===== config.mk =====
export PLATFORM = sky130hd
export DESIGN_NAME = multicycle_control_unit
export DESIGN_NICKNAME = d
export VERILOG_FILES = /design/src/rtl/mcu_pkg.sv /design/src/rtl/alu_op_decoder.sv /design/src/rtl/multicycle_control_unit.sv
export SDC_FILE = /design/constraint.sdc
export NUM_CORES = 1
export LEC_CHECK = 0
export CORE_UTILIZATION = 39
export CTS_BUF_LIST = sky130_fd_sc_hd__clkbuf_16
export CTS_CLUSTER_DIAMETER = 50
export DETAILED_ROUTE_END_ITERATION = 8
export PLACE_DENSITY = 0.95
export SYNTH_ARGS = -nofsm -noshare
export SYNTH_HDL_FRONTEND = slang
export SYNTH_SLANG_ARGS = --single-unit

===== constraint.sdc =====
create_clock -name clk -period 3.83 [get_ports clk]
set_input_delay 0.383 -clock clk [delete_from_list [all_inputs] [get_ports clk]]
set_output_delay 0.383 -clock clk [all_outputs]
set_load 0.01 [all_outputs]

===== src/rtl/mcu_pkg.sv =====
// Shared types and encodings for the multi-cycle control unit: FSM states,
// opcode/funct/ALU codes, PC and ALU-B source selects, and the control bundle.
package mcu_pkg;

  typedef enum logic [2:0] {
    S_FETCH  = 3'd0,
    S_DECODE = 3'd1,
    S_EXEC   = 3'd2,
    S_MEM    = 3'd3,
    S_WB     = 3'd4,
    S_BRANCH = 3'd5,
    S_TRAP   = 3'd6
  } state_e;

  localparam int unsigned OP_RTYPE = 0;
  localparam int unsigned OP_LW    = 1;
  localparam int unsigned OP_SW    = 2;
  localparam int unsigned OP_ADDI  = 3;
  localparam int unsigned OP_BEQ   = 4;
  localparam int unsigned OP_BNE   = 5;
  localparam int unsigned OP_JMP   = 6;

  localparam int unsigned FUNCT_ADD = 0;
  localparam int unsigned FUNCT_SUB = 1;
  localparam int unsigned FUNCT_AND = 2;
  localparam int unsigned FUNCT_OR  = 3;

  localparam int unsigned ALU_ADD = 0;
  localparam int unsigned ALU_SUB = 1;
  localparam int unsigned ALU_AND = 2;
  localparam int unsigned ALU_OR  = 3;

  typedef enum logic [1:0] {
    PC_SRC_ALU    = 2'd0,
    PC_SRC_BRANCH = 2'd1,
    PC_SRC_JUMP   = 2'd2
  } pc_src_e;

  typedef enum logic [1:0] {
    ALUB_RT       = 2'd0,
    ALUB_CONST2   = 2'd1,
    ALUB_SIGN_IMM = 2'd2,
    ALUB_IMM_SHL1 = 2'd3
  } alu_src_b_e;

  // Datapath control bundle, excluding the parameter-width ALU op.
  typedef struct packed {
    logic       pc_write;
    pc_src_e    pc_src;
    logic       ir_write;
    logic       i_or_d;
    logic       mem_read;
    logic       mem_write;
    logic       mem_to_reg;
    logic       reg_write;
    logic       alu_src_a;
    alu_src_b_e alu_src_b;
    logic       instr_done;
  } ctrl_t;

endpackage


===== src/rtl/alu_op_decoder.sv =====
// Combinational ALU operation select from state and opcode/funct, plus a flag
// for R-type funct values outside the supported set.
module alu_op_decoder
  import mcu_pkg::*;
#(
  parameter int unsigned OPCODE_W = 4,
  parameter int unsigned FUNCT_W  = 4,
  parameter int unsigned ALU_OP_W = 4
) (
  input  logic [2:0]          state,
  input  logic [OPCODE_W-1:0] opcode,
  input  logic [FUNCT_W-1:0]  funct,
  output logic [ALU_OP_W-1:0] alu_op,
  output logic                funct_illegal
);

  logic is_rtype;

  assign is_rtype      = (opcode == OPCODE_W'(OP_RTYPE));
  assign funct_illegal = is_rtype && (funct > FUNCT_W'(FUNCT_OR));

  // Address/PC arithmetic is ADD everywhere except branch compare and R-type execute.
  always_comb begin
    alu_op = ALU_OP_W'(ALU_ADD);
    if (state == S_BRANCH) begin
      alu_op = ALU_OP_W'(ALU_SUB);
    end else if ((state == S_EXEC) && is_rtype) begin
      case (funct)
        FUNCT_W'(FUNCT_ADD): alu_op = ALU_OP_W'(ALU_ADD);
        FUNCT_W'(FUNCT_SUB): alu_op = ALU_OP_W'(ALU_SUB);
        FUNCT_W'(FUNCT_AND): alu_op = ALU_OP_W'(ALU_AND);
        FUNCT_W'(FUNCT_OR):  alu_op = ALU_OP_W'(ALU_OR);
        default:             alu_op = ALU_OP_W'(ALU_ADD);
      endcase
    end
  end

endmodule


===== src/rtl/multicycle_control_unit.sv =====
// Multi-cycle CPU control FSM (fetch/decode/execute/memory/writeback) with
// memory-ready stalls and illegal-instruction trap. Define MCU_PERF_COUNTERS_EN
// to add cycle and retired-instruction counters.
module multicycle_control_unit
  import mcu_pkg::*;
#(
  parameter int unsigned OPCODE_W = 4,
  parameter int unsigned FUNCT_W  = 4,
  parameter int unsigned ALU_OP_W = 4,
  parameter int unsigned CNT_W    = 32
) (
  input  logic                clk,
  input  logic                rst_n,
  input  logic [OPCODE_W-1:0] opcode,
  input  logic [FUNCT_W-1:0]  funct,
  input  logic                alu_zero,
  input  logic                mem_ready,
  output logic                pc_write,
  output logic [1:0]          pc_src,
  output logic                ir_write,
  output logic                i_or_d,
  output logic                mem_read,
  output logic                mem_write,
  output logic                mem_to_reg,
  output logic                reg_write,
  output logic                alu_src_a,
  output logic [1:0]          alu_src_b,
  output logic [ALU_OP_W-1:0] alu_op,
  output logic                instr_done,
  output logic                illegal_op,
  output logic [CNT_W-1:0]    cycle_cnt,
  output logic [CNT_W-1:0]    instr_cnt
);

  state_e              state_q, state_d;
  logic                active_q;
  logic                illegal_q;
  logic [OPCODE_W-1:0] opcode_q, dec_opcode;
  logic [FUNCT_W-1:0]  funct_q, dec_funct;
  logic [ALU_OP_W-1:0] dec_alu_op;
  logic                funct_illegal, op_illegal;
  logic                is_rtype, is_lw, is_sw, is_addi, is_beq, is_bne, is_jmp;
  ctrl_t               ctrl;

  // DECODE sees the live IR fields; later states use the copy captured there.
  assign dec_opcode = (state_q == S_DECODE) ? opcode : opcode_q;
  assign dec_funct  = (state_q == S_DECODE) ? funct  : funct_q;

  assign is_rtype = (dec_opcode == OPCODE_W'(OP_RTYPE));
  assign is_lw    = (dec_opcode == OPCODE_W'(OP_LW));
  assign is_sw    = (dec_opcode == OPCODE_W'(OP_SW));
  assign is_addi  = (dec_opcode == OPCODE_W'(OP_ADDI));
  assign is_beq   = (dec_opcode == OPCODE_W'(OP_BEQ));
  assign is_bne   = (dec_opcode == OPCODE_W'(OP_BNE));
  assign is_jmp   = (dec_opcode == OPCODE_W'(OP_JMP));

  assign op_illegal = !(is_rtype | is_lw | is_sw | is_addi | is_beq | is_bne | is_jmp)
                      | funct_illegal;

  alu_op_decoder #(
    .OPCODE_W (OPCODE_W),
    .FUNCT_W  (FUNCT_W),
    .ALU_OP_W (ALU_OP_W)
  ) u_alu_op_decoder (
    .state         (state_q),
    .opcode        (dec_opcode),
    .funct         (dec_funct),
    .alu_op        (dec_alu_op),
    .funct_illegal (funct_illegal)
  );

  always_ff @(posedge clk or negedge rst_n) begin
    if (!rst_n) begin
      state_q <= S_FETCH;
    end else begin
      state_q <= state_d;
    end
  end

  // active_q holds the FSM idle until the first clock after reset release.
  always_comb begin
    state_d = state_q;
    if (active_q) begin
      case (state_q)
        S_FETCH:  if (mem_ready) state_d = S_DECODE;
        S_DECODE: begin
          if (op_illegal)            state_d = S_TRAP;
          else if (is_jmp)           state_d = S_FETCH;
          else if (is_beq || is_bne) state_d = S_BRANCH;
          else                       state_d = S_EXEC;
        end
        S_EXEC:   state_d = (is_lw || is_sw) ? S_MEM : S_WB;
        S_MEM:    if (mem_ready) state_d = is_lw ? S_WB : S_FETCH;
        S_WB:     state_d = S_FETCH;
        S_BRANCH: state_d = S_FETCH;
        S_TRAP:   state_d = S_TRAP;
        default:  state_d = S_FETCH;
      endcase
    end
  end

  always_comb begin
    ctrl = '0;
    if (active_q) begin
      case (state_q)
        S_FETCH: begin
          ctrl.mem_read  = 1'b1;
          ctrl.alu_src_b = ALUB_CONST2;
          if (mem_ready) begin
            ctrl.ir_write = 1'b1;
            ctrl.pc_write = 1'b1;
            ctrl.pc_src   = PC_SRC_ALU;
          end
        end
        S_DECODE: begin
          ctrl.alu_src_b = ALUB_IMM_SHL1;
          if (is_jmp) begin
            ctrl.pc_write   = 1'b1;
            ctrl.pc_src     = PC_SRC_JUMP;
            ctrl.instr_done = 1'b1;
          end
        end
        S_EXEC: begin
          ctrl.alu_src_a = 1'b1;
          ctrl.alu_src_b = is_rtype ? ALUB_RT : ALUB_SIGN_IMM;
        end
        S_MEM: begin
          ctrl.i_or_d     = 1'b1;
          ctrl.mem_read   = is_lw;
          ctrl.mem_write  = is_sw;
          ctrl.instr_done = is_sw && mem_ready;
        end
        S_WB: begin
          ctrl.reg_write  = 1'b1;
          ctrl.mem_to_reg = is_lw;
          ctrl.instr_done = 1'b1;
        end
        S_BRANCH: begin
          ctrl.alu_src_a  = 1'b1;
          ctrl.alu_src_b  = ALUB_RT;
          ctrl.pc_src     = PC_SRC_BRANCH;
          ctrl.pc_write   = (is_beq && alu_zero) || (is_bne && !alu_zero);
          ctrl.instr_done = 1'b1;
        end
        default: ;
      endcase
    end
  end

  always_ff @(posedge clk or negedge rst_n) begin
    if (!rst_n) begin
      active_q  <= 1'b0;
      opcode_q  <= '0;
      funct_q   <= '0;
      illegal_q <= 1'b0;
    end else begin
      active_q <= 1'b1;
      if (state_q == S_DECODE) begin
        opcode_q <= opcode;
        funct_q  <= funct;
      end
      if (state_d == S_TRAP) illegal_q <= 1'b1;
    end
  end

  assign pc_write   = ctrl.pc_write;
  assign pc_src     = ctrl.pc_src;
  assign ir_write   = ctrl.ir_write;
  assign i_or_d     = ctrl.i_or_d;
  assign mem_read   = ctrl.mem_read;
  assign mem_write  = ctrl.mem_write;
  assign mem_to_reg = ctrl.mem_to_reg;
  assign reg_write  = ctrl.reg_write;
  assign alu_src_a  = ctrl.alu_src_a;
  assign alu_src_b  = ctrl.alu_src_b;
  assign instr_done = ctrl.instr_done;
  assign alu_op     = active_q ? dec_alu_op : '0;
  assign illegal_op = illegal_q;

`ifdef MCU_PERF_COUNTERS_EN
  logic [CNT_W-1:0] cycle_q, instr_q;

  // Free-running perf counters; both wrap naturally at 2^CNT_W.
  always_ff @(posedge clk or negedge rst_n) begin
    if (!rst_n) begin
      cycle_q <= '0;
      instr_q <= '0;
    end else begin
      if (active_q && (state_q != S_TRAP)) cycle_q <= cycle_q + CNT_W'(1);
      if (ctrl.instr_done)                  instr_q <= instr_q + CNT_W'(1);
    end
  end

  assign cycle_cnt = cycle_q;
  assign instr_cnt = instr_q;
`else
  assign cycle_cnt = '0;
  assign instr_cnt = '0;
`endif

endmodule


==> impl_metrics.csv, run 1 <==
group,metric,value,unit
clocking,post_cts_resize_count,0,
route,vias_per_cell,4.33,
global_route,maximum_number_of_pins_on_one_net_before_global_route_repair,18,
synth,synth_top_flop_cell,"sky130_fd_sc_hd__dfrtp_1",
synth,postSynth.asyncResetShare,1.00,
synth,synth_warnings,0,
route,routed_length_per_instance,11.4,um
critical_path,critPathBufInv,1,
route,dr_total_vias,1103,
cells_and_area,final_design_area_no_fill,1570,um^2
sta,minimum_clock_period_after_layout,3.07,ns
global_route,met2_global_route_usage,0.220,
route,drt_wl_total,2.91,mm
floorplanning,pin_count,94,
cells_and_area,final_cell_mix,"67 x sky130_fd_sc_hd__conb_1, 27 x sky130_fd_sc_hd__clkdlybuf4s50_1, 25 x sky130_fd_sc_hd__nand2_1",
clocking,tritoncts,"yes",
synth,synth_cell_types,39,
floorplanning,floorplan.initialDensity,0.418,
sta,timing.final.setup_violations,0,
route,drt-initial-drc-count,48,
cells_and_area,most_common_cell_after_layout_fill_and_taps_aside,"sky130_fd_sc_hd__conb_1",
floorplanning,total_die_area,3940,um^2
floorplanning,standard_cell_core_area,3440,um^2
critical_path,crit_path_end_kind,"primary output",
floorplanning,num_rows,21,
cells_and_area,utilization,0.456,
sta,timing.fmax,0.326,GHz
clocking,cts_setup_buffers,0,
min_path,min_path_type,"reg2reg",
global_route,grt_pass1_wl,4.51,mm
place,finalWeightedCongestion,0.908,
route,ant_nets,0,
floorplanning,die_extent_in_x,62.8,um
cells_and_area,area_delta_synth_final,8.95,%
job,max_cap_violations,0,
synth,synth.ff_latch_count,13,
sta,min_period_over_period,0.802,
sta,fin_hold_viols,0,
place,dp.final_hpwl,2.23,mm
sta,worst_slew_margin_rel,0.592,
global_route,antenna_found_initial,0,
critical_path,startpoint_type,"flop",
global_route,gr-max-usage-layer,"met2",
place,number_of_i_o_port_buffers,27,
cells_and_area,finalNetCount,222,
critical_path,slowest_stage,"sky130_fd_sc_hd__clkdlybuf4s50_1",
synth,syn_inst,184,
route,first_pass_iters,4,
status,outcome,"complete, no violations",
clocking,tritoncts_num_sinks,13,
clocking,cts.path.max_buffers,2,
place,placed_area,1490,um^2
critical_path,kind_of_cell_with_the_highest_combined_delay_on_the_critical_path,"simple AND/OR/NAND/NOR gates",
critical_path,crit_type,"reg2out",
synth,seq_area_frac_synth,0.226,
clocking,cts_hold_buffers,0,
clocking,cts.root.buffer_cell,"sky130_fd_sc_hd__clkbuf_16",
synth,syn_avg_cell_area,7.83,um^2
sta,hold_slack,0.473,ns
clocking,tritoncts_buffer_count,3,
cells_and_area,antenna_cells_inserted,0,
sta,grt_setup_unrepaired,"false",
power_and_ir_drop,power.leakage,0.728,nW
cells_and_area,fraction_of_final_layout_cells_with_drive_strength_greater_than_1,0.0622,
global_route,globalRouteOverflowTotal,0,
global_route,total_global_routing_track_utilization,0.149,
sta,fin_tns_setup,0,ns
floorplanning,die-height,62.8,um
clocking,path_clk_slew,0.05,ns
sta,final-max-slew-violation-count,0,
critical_path,chain_of_cells_forming_the_critical_path,"nor3b_4 > mux2_4 > xor2_2 > a211oi_1 > nor4b_2 > clkdlybuf4s50_1",
synth,synth_enable_flop_cells,0,
global_route,met1_usage,0.209,
critical_path,worstPathMaxFanout,15,
critical_path,cp_slowest_stage_delay,0.58,ns
sta,worst-slew-pin-transition,0.610,ns
sta,skew,0.00146,ns
clocking,htreeDepth,1,
power_and_ir_drop,power_per_unit_of_standard_cell_area,254,nW/um^2
global_route,grt_pass1_vias,859,
global_route,grt.met3_usage,0.0401,
power_and_ir_drop,vdd.ir_drop.worst,0.000198,V
critical_path,reg2reg_setup_slack,1.77,ns
critical_path,worst_ep_required_time,3.45,ns
route,drc_errors,0,
synth,syn_area,1440,um^2
critical_path,worstPathArrival,2.69,ns
clocking,insertion_delay,0.25,ns
-- path summary, 6_finish.rpt --
kind | endpoint | cells past startpoint | startpoint
worst max-delay path | pc_write | 6 | state_q[1]$_DFF_PN0_
worst min-delay path | illegal_op$_DFFE_PN0N_ | 1 | illegal_op$_DFFE_PN0N_
worst max register to register | illegal_op$_DFFE_PN0N_ | 5 | state_q[1]$_DFF_PN0_
worst min register to register | illegal_op$_DFFE_PN0N_ | 1 | illegal_op$_DFFE_PN0N_
max in group asynchronous | state_q[2]$_DFF_PN0_ | 1 | rst_n
min in group asynchronous | opcode_q[1]$_DFF_PN0_ | 1 | rst_n
-- sequential cells by signal (all words and copies together) (netlist names) --
signal	cells
active_q	1
funct_q	4
illegal_op	1
opcode_q	4
state_q	3
-- synthesized netlist by cell type (all sizes together), types with 2 or more instances --
| cell type | count | area, um^2 |
|---|---|---|
| nand2b | 8 | 50.1 |
| mux2 | 4 | 48.8 |
| dfrtp | 13 | 325 |
| nor2b | 3 | 18.8 |
| clkbuf | 3 | 11.3 |
| buf | 69 | 519 |
| nand3 | 4 | 20.0 |
| a21oi | 4 | 20.0 |
| nor4b | 3 | 32.5 |
| a211oi | 2 | 15.0 |
| nor3 | 4 | 20.0 |
| nor2 | 13 | 48.8 |
| and2 | 4 | 25.0 |
| nand2 | 25 | 93.8 |
| conb | 2 | 7.51 |
| o21ai | 4 | 20.0 |
| xor2 | 2 | 25.0 |
-- layout make-up --
class	count	area (um^2)
Clock buffer	3	75.1
Fill cell	352	1870
Multi-Input combinational cell	163	825
Sequential cell	13	325
Inverter	1	3.75
Timing Repair Buffer	28	278
Tap cell	46	57.6
Clock inverter	1	5.00
-- metrics by stage --
step           worst slack [ns]  std cells  total power [mW]
2_1_floorplan              1.75        249             0.224
6_report                  0.760        255             0.398
3_3_place_gp               1.09        251             0.193
5_1_grt                   0.570        255             0.414
4_1_cts                   0.715        255             0.397
3_5_place_dp              0.977        251             0.193
-- worst register-to-register path: stages (launching register included) --
cell	delay, ns
sky130_fd_sc_hd__dfrtp_1	0.55
sky130_fd_sc_hd__nor3b_4	0.52
sky130_fd_sc_hd__mux2_2	0.41
sky130_fd_sc_hd__nand3_1	0.09
sky130_fd_sc_hd__nand4_1	0.13
sky130_fd_sc_hd__a41o_1	0.26
-- routing by layer --
layer,wire length (um),vias to the layer above
met5,0,-
met4,28,0
met3,205,5
met2,1390,71
met1,1280,504
li1,-,523
-- logic make-up (layout without fill, tap and decap cells) --
family / Yosys count / in the layout / synth area share
muxes: 5 / 5 / 0.0408
other: 2 / 67 / 0.00521
DFF: 13 / 13 / 0.226
xor gates and xnor gates: 2 / 2 / 0.0174
buffers and inverters: 73 / 33 / 0.371
AOI/OAI and AO/OA: 18 / 18 / 0.0834
and+or+nand+nor: 71 / 71 / 0.256
-- report_power, final --
group | switching (mW) | internal [mW] | total [mW]
logic | 0.0396 | 0.0127 | 0.0523
registers | 0.00153 | 0.138 | 0.140
clock network | 0.0665 | 0.140 | 0.206
Note: power is estimated with default switching activity, not from simulation.
==> run 2: changes to the inputs <==
--- a/config.mk
+++ b/config.mk
@@ -5,11 +5,11 @@
 export SDC_FILE = /design/constraint.sdc
 export NUM_CORES = 1
 export LEC_CHECK = 0
-export CORE_UTILIZATION = 39
+export CORE_UTILIZATION = 37
 export CTS_BUF_LIST = sky130_fd_sc_hd__clkbuf_16
 export CTS_CLUSTER_DIAMETER = 50
 export DETAILED_ROUTE_END_ITERATION = 8
-export PLACE_DENSITY = 0.95
+export PLACE_DENSITY = 0.92
 export SYNTH_ARGS = -nofsm -noshare
 export SYNTH_HDL_FRONTEND = slang
 export SYNTH_SLANG_ARGS = --single-unit
==> constraint.sdc (replaced) <==
create_clock -name clk -period 3.1 [get_ports clk]
set_input_delay 0.31 -clock clk [delete_from_list [all_inputs] [get_ports clk]]
set_output_delay 0.31 -clock clk [all_outputs]
set_load 0.01 [all_outputs]
==> run 2 against run 1 <==
Effect of this change:
- critical path depth unchanged
- largest power group unchanged
- sequential cell count unchanged
- register-to-register slack worse by 0.76 ns
- design area grew 1.5%
- wire length fell by 2.5%
==> impl_metrics.csv, run 2 (same netlist as run 1, synthesis figures left out) <==
group,metric,value,unit
clocking,tritoncts,"yes",
status,outcome,"complete, no violations",
global_route,maximum_number_of_pins_on_one_net_before_global_route_repair,17,
critical_path,worst_ep_required_time,2.79,ns
sta,grt_setup_unrepaired,"false",
route,first_pass_iters,5,
global_route,antenna_found_initial,0,
cells_and_area,n_fill_cell,383,
sta,worst-slew-pin-transition,0.582,ns
route,ant_nets,0,
critical_path,cp_num_cells,6,
clocking,cts_hold_buffers,0,
floorplanning,die_extent_in_x,64.4,um
clocking,insertion_delay,0.25,ns
floorplanning,pin_count,94,
route,drt_wl_total,2.83,mm
sta,timing.fmax,0.357,GHz
route,vias_per_cell,4.36,
critical_path,slowest_stage,"sky130_fd_sc_hd__clkdlybuf4s50_1",
route,drc_errors,0,
cells_and_area,seq_area,325,um^2
power_and_ir_drop,power_switching_share,0.261,
power_and_ir_drop,sequentialPowerShare,0.357,
clocking,cts.path.max_buffers,2,
floorplanning,num_rows,22,
power_and_ir_drop,power.leakage,0.746,nW
job,max_cap_violations,0,
global_route,globalRouteOverflowTotal,0,
sta,min_period_over_period,0.903,
critical_path,startpoint_type,"flop",
clocking,cts.root.buffer_cell,"sky130_fd_sc_hd__clkbuf_16",
sta,skew,0.00174,ns
floorplanning,die-height,64.4,um
power_and_ir_drop,power.internal,0.357,mW
critical_path,critPathBufInv,1,
route,routed_length_per_instance,10.9,um
min_path,min_path_type,"in2async",
critical_path,cp_slowest_stage_delay,0.57,ns
cells_and_area,largestRegisters,"funct_q (4), opcode_q (4), state_q (3)",
critical_path,crit_path_end_kind,"primary output",
cells_and_area,fraction_of_final_layout_cells_with_drive_strength_greater_than_1,0.0708,
sta,minimum_clock_period_after_layout,2.80,ns
sta,fin_tns_setup,0,ns
floorplanning,floorplan.initialDensity,0.390,
global_route,grt_pass1_wl,4.18,mm
power_and_ir_drop,combPwrFrac,0.132,
place,finalWeightedCongestion,0.973,
floorplanning,total_die_area,4150,um^2
critical_path,chain_of_cells_forming_the_critical_path,"nor3b_4 > mux2_4 > xor2_2 > a211oi_1 > nor4b_2 > clkdlybuf4s50_1",
critical_path,kind_of_cell_with_the_highest_combined_delay_on_the_critical_path,"simple AND/OR/NAND/NOR gates",
power_and_ir_drop,clock_power_share,0.510,
cells_and_area,most_common_cell_after_layout_fill_and_taps_aside,"sky130_fd_sc_hd__conb_1",
place,number_of_i_o_port_buffers,27,
critical_path,crit_type,"reg2out",
cells_and_area,antenna_cells_inserted,0,
sta,finalWorstSetupSlack,0.301,ns
sta,timing.final.setup_violations,0,
power_and_ir_drop,vdd.ir_drop.worst,0.000179,V
clocking,path_clk_slew,0.05,ns
critical_path,worstPathMaxFanout,15,
floorplanning,standard_cell_core_area,3690,um^2
power_and_ir_drop,netSwitchingPower,0.126,mW
route,dr_total_vias,1134,
place,place_ws,0.387,ns
clocking,htreeDepth,1,
cells_and_area,multi_input_comb_area,825,um^2
sta,final-max-slew-violation-count,0,
power_and_ir_drop,power_per_unit_of_standard_cell_area,304,nW/um^2
global_route,grt_pass1_vias,895,
cells_and_area,final_cell_mix,"67 x sky130_fd_sc_hd__conb_1, 27 x sky130_fd_sc_hd__clkdlybuf4s50_1, 25 x sky130_fd_sc_hd__nand2_1",
place,dp.final_hpwl,2.18,mm
critical_path,ff2ff_path_depth,6,
cells_and_area,finalNetCount,225,
clocking,post_cts_resize_count,0,
clocking,tritoncts_buffer_count,3,
route,drt-initial-drc-count,61,
clocking,tritoncts_num_sinks,13,
sta,fin_hold_viols,0,
critical_path,worstPathArrival,2.49,ns
cells_and_area,area_delta_synth_final,10.6,%
sta,worst_slew_margin_rel,0.611,
global_route,total_global_routing_track_utilization,0.135,
[run 2: changes by cell type in the layout (fill, tap and decap cells not counted), sizes merged]
cell	change
clkinv	-1
buf	+3
inv	+1
[run 2: layer usage]
layer | track usage | vias to the layer above | share of wire
met3 | 0.0268 | 7 | 0.089
met2 | 0.214 | 84 | 0.50
met5 | 0 | - | 0
met1 | 0.168 | 515 | 0.39
li1 | - | 528 | -
met4 | 0.0750 | 0 | 0.025
[run 2: worst register-to-register path: stages (launching register included)]
cell	delay, ns
sky130_fd_sc_hd__dfrtp_1	0.54
sky130_fd_sc_hd__nor3b_4	0.35
sky130_fd_sc_hd__buf_4	0.20
sky130_fd_sc_hd__mux2_2	0.35
sky130_fd_sc_hd__nand3_1	0.09
sky130_fd_sc_hd__nand4_1	0.16
sky130_fd_sc_hd__a41o_1	0.28
[run 2: path summary, 6_finish.rpt]
| path | end | slack, ns | start |
|---|---|---|---|
| hold reg to reg | illegal_op$_DFFE_PN0N_ | 0.47 | illegal_op$_DFFE_PN0N_ |
| hold / removal | opcode_q[3]$_DFF_PN0_ | 0.44 | rst_n |
| min in group clk | illegal_op$_DFFE_PN0N_ | 0.47 | illegal_op$_DFFE_PN0N_ |
| setup reg to reg | illegal_op$_DFFE_PN0N_ | 1.01 | state_q[1]$_DFF_PN0_ |
| setup / recovery | pc_write | 0.30 | state_q[1]$_DFF_PN0_ |
| max in group asynchronous | funct_q[0]$_DFF_PN0_ | 2.28 | rst_n |
[run 2: power groups by stage]
stage          combinational, mW  clock, mW  sequential, mW
3_5_place_dp              0.0628          0           0.175
3_3_place_gp              0.0627          0           0.175
5_1_grt                   0.0711      0.262           0.173
4_1_cts                   0.0630      0.250           0.173
2_1_floorplan              0.104          0           0.174
6_report                  0.0640      0.247           0.173
[run 2: repair_timing]
| item | CTS | global route |
|---|---|---|
| endpoints found under the setup margin | 0 | 1 |
| setup buffers | 0 | 3 |
| hold endpoints to repair | 0 | 0 |
[run 2: area by class of cell]
type,instances,area share
clock inverter,1,0.00236
sequential,13,0.204
tap,48,0.0377
timing repair buffer,31,0.189
multi-input combinational,163,0.518
inverter,1,0.00236
clock buffer,3,0.0471
[run 2: metrics by stage]
step	total power, mW	area, um^2	util	instances	hold WS, ns
3_5_place_dp	0.238	1490	0.404	253	0.464
5_1_grt	0.505	1590	0.432	260	0.489
3_3_place_gp	0.238	1490	0.404	253	0.455
6_report	0.483	1590	0.432	260	0.436
2_1_floorplan	0.277	1680	-	249	0.0144
4_1_cts	0.486	1570	0.426	257	0.469
==> run 3: changes to the inputs <==
--- a/config.mk
+++ b/config.mk
@@ -9,7 +9,9 @@
 export CTS_BUF_LIST = sky130_fd_sc_hd__clkbuf_16
 export CTS_CLUSTER_DIAMETER = 50
 export DETAILED_ROUTE_END_ITERATION = 8
+export GPL_TIMING_DRIVEN = 0
 export PLACE_DENSITY = 0.92
+export SETUP_SLACK_MARGIN = 0.1
 export SYNTH_ARGS = -nofsm -noshare
 export SYNTH_HDL_FRONTEND = slang
 export SYNTH_SLANG_ARGS = --single-unit
==> run 3 against run 2 <==
Effect of this change:
- critical path type unchanged
- utilization up 14 points
- register-to-register slack better by 0.08 ns
- first-iteration DRC count down 43%
- worst hold slack better by 0.017 ns
- die area unchanged
- sequential cell count unchanged
- wire length up 13%
==> impl_metrics.csv, run 3 (same netlist as run 1, synthesis figures left out) <==
group,metric,value,unit
status,outcome,"complete, no violations",
clocking,path_clk_slew,0.04,ns
route,drt-initial-drc-count,35,
floorplanning,pin_count,94,
sta,hold_slack,0.453,ns
route,drc_errors,0,
sta,timing.fmax,0.352,GHz
critical_path,crit_type,"reg2out",
cells_and_area,area_delta_synth_final,46.4,%
sta,fin_tns_setup,0,ns
route,vias_per_cell,4.02,
global_route,grt_pass1_wl,4.95,mm
sta,final-max-slew-violation-count,0,
cells_and_area,fraction_of_final_layout_cells_with_drive_strength_greater_than_1,0.291,
clocking,cts.root.buffer_cell,"sky130_fd_sc_hd__clkbuf_16",
cells_and_area,final_cell_mix,"69 x sky130_fd_sc_hd__buf_4, 67 x sky130_fd_sc_hd__conb_1, 27 x sky130_fd_sc_hd__clkdlybuf4s50_1",
global_route,grt_pass1_vias,1089,
cells_and_area,finalNetCount,295,
route,first_pass_iters,4,
power_and_ir_drop,power.leakage,1.12,nW
clocking,cts.path.max_buffers,2,
sta,worst-slew-pin-transition,0.620,ns
place,number_of_i_o_port_buffers,27,
clocking,post_cts_resize_count,0,
power_and_ir_drop,power_per_unit_of_standard_cell_area,258,nW/um^2
clocking,tritoncts_buffer_count,3,
clocking,tritoncts,"yes",
sta,grt_setup_unrepaired,"false",
place,finalWeightedCongestion,0.869,
route,routed_length_per_instance,9.66,um
cells_and_area,largestRegisters,"funct_q (4), opcode_q (4), state_q (3)",
min_path,min_path_type,"in2async",
clocking,insertion_delay,0.25,ns
sta,timing.final.setup_violations,0,
global_route,antenna_found_initial,0,
critical_path,worst_ep_required_time,2.79,ns
floorplanning,floorplan.initialDensity,0.390,
route,drt_wl_total,3.19,mm
job,max_cap_violations,0,
clocking,tritoncts_num_sinks,13,
critical_path,worstPathMaxFanout,10,
route,dr_total_vias,1325,
clocking,htreeDepth,1,
cells_and_area,antenna_cells_inserted,0,
floorplanning,standard_cell_core_area,3690,um^2
sta,fin_hold_viols,0,
sta,worst_slew_margin_rel,0.585,
global_route,maximum_number_of_pins_on_one_net_before_global_route_repair,14,
place,dp.final_hpwl,2.55,mm
critical_path,worstPathArrival,2.53,ns
sta,minimum_clock_period_after_layout,2.84,ns
sta,min_period_over_period,0.915,
cells_and_area,most_common_cell_after_layout_fill_and_taps_aside,"sky130_fd_sc_hd__buf_4",
critical_path,crit_path_end_kind,"primary output",
route,ant_nets,0,
floorplanning,total_die_area,4150,um^2
floorplanning,die-height,64.4,um
global_route,globalRouteOverflowTotal,0,
floorplanning,num_rows,22,
clocking,cts_hold_buffers,0,
global_route,total_global_routing_track_utilization,0.156,
critical_path,startpoint_type,"flop",
power_and_ir_drop,vdd.ir_drop.worst,0.000218,V
sta,skew,0.00359,ns
floorplanning,die_extent_in_x,64.4,um
==> run 3: per-layer routing <==
metal,part of all wire,GRT usage,wire length [um],vias up
li1,-,-,-,669
met1,0.39,0.174,1230,579
met3,0.079,0.0250,251,7
met5,0,0,0,-
met2,0.52,0.276,1640,70
met4,0.019,0.0889,62,0
==> run 3: path summary, 6_finish.rpt <==
path | startpoint | endpoint | slack, ns | cells after the start
setup / recovery | state_q[2]$_DFF_PN0_ | pc_write | 0.26 | 7
hold / removal | rst_n | funct_q[3]$_DFF_PN0_ | 0.45 | 1
setup reg to reg | state_q[2]$_DFF_PN0_ | illegal_op$_DFFE_PN0N_ | 1.09 | 7
hold reg to reg | illegal_op$_DFFE_PN0N_ | illegal_op$_DFFE_PN0N_ | 0.47 | 1
max in group asynchronous | rst_n | state_q[2]$_DFF_PN0_ | 2.24 | 1
min in group clk | illegal_op$_DFFE_PN0N_ | illegal_op$_DFFE_PN0N_ | 0.47 | 1
==> run 3: final cells by class <==
| type | count | area (um^2) |
|---|---|---|
| Fill cell | 352 | 1580 |
| Multi-Input combinational cell | 163 | 825 |
| Buffer | 72 | 531 |
| Sequential cell | 13 | 325 |
| Timing Repair Buffer | 29 | 285 |
| Clock buffer | 3 | 75.1 |
| Tap cell | 48 | 60.1 |
| Clock inverter | 1 | 3.75 |
| Inverter | 1 | 3.75 |
==> run 3: what timing repair did <==
item | CTS | global route
buffers inserted | 0 | 2
endpoints found under the hold margin | 0 | 0
setup endpoints to repair | 0 | 1
==> run 3: power breakdown <==
part	internal (mW)	leakage (nW)	switching [mW]
logic	0.0693	0.931	0.0610
registers	0.171	0.143	0.000150
clock network	0.170	0.0423	0.0719
total	0.410	1.12	0.133
==> run 3: worst max-delay path: stages, from the launching register on <==
cell and delay [ns]:
sky130_fd_sc_hd__dfrtp_1 0.37, sky130_fd_sc_hd__buf_6 0.14, sky130_fd_sc_hd__nor3b_4 0.35, sky130_fd_sc_hd__mux2_4 0.36, sky130_fd_sc_hd__xor2_2 0.12, sky130_fd_sc_hd__a211oi_1 0.10, sky130_fd_sc_hd__nor4b_2 0.25, sky130_fd_sc_hd__clkdlybuf4s50_1 0.59
==> run 3: through the flow <==
stage	instance area, um^2	total power [mW]	instances	utilization	worst slack, ns
final	2110	0.543	330	0.572	0.262
after global routing	2110	0.572	330	0.572	0.134
after CTS	2090	0.544	328	0.568	0.120
after detailed placement	2010	0.300	324	0.546	0.389
after global placement	2010	0.300	324	0.546	0.417
after floorplan	1680	0.277	249	-	1.09
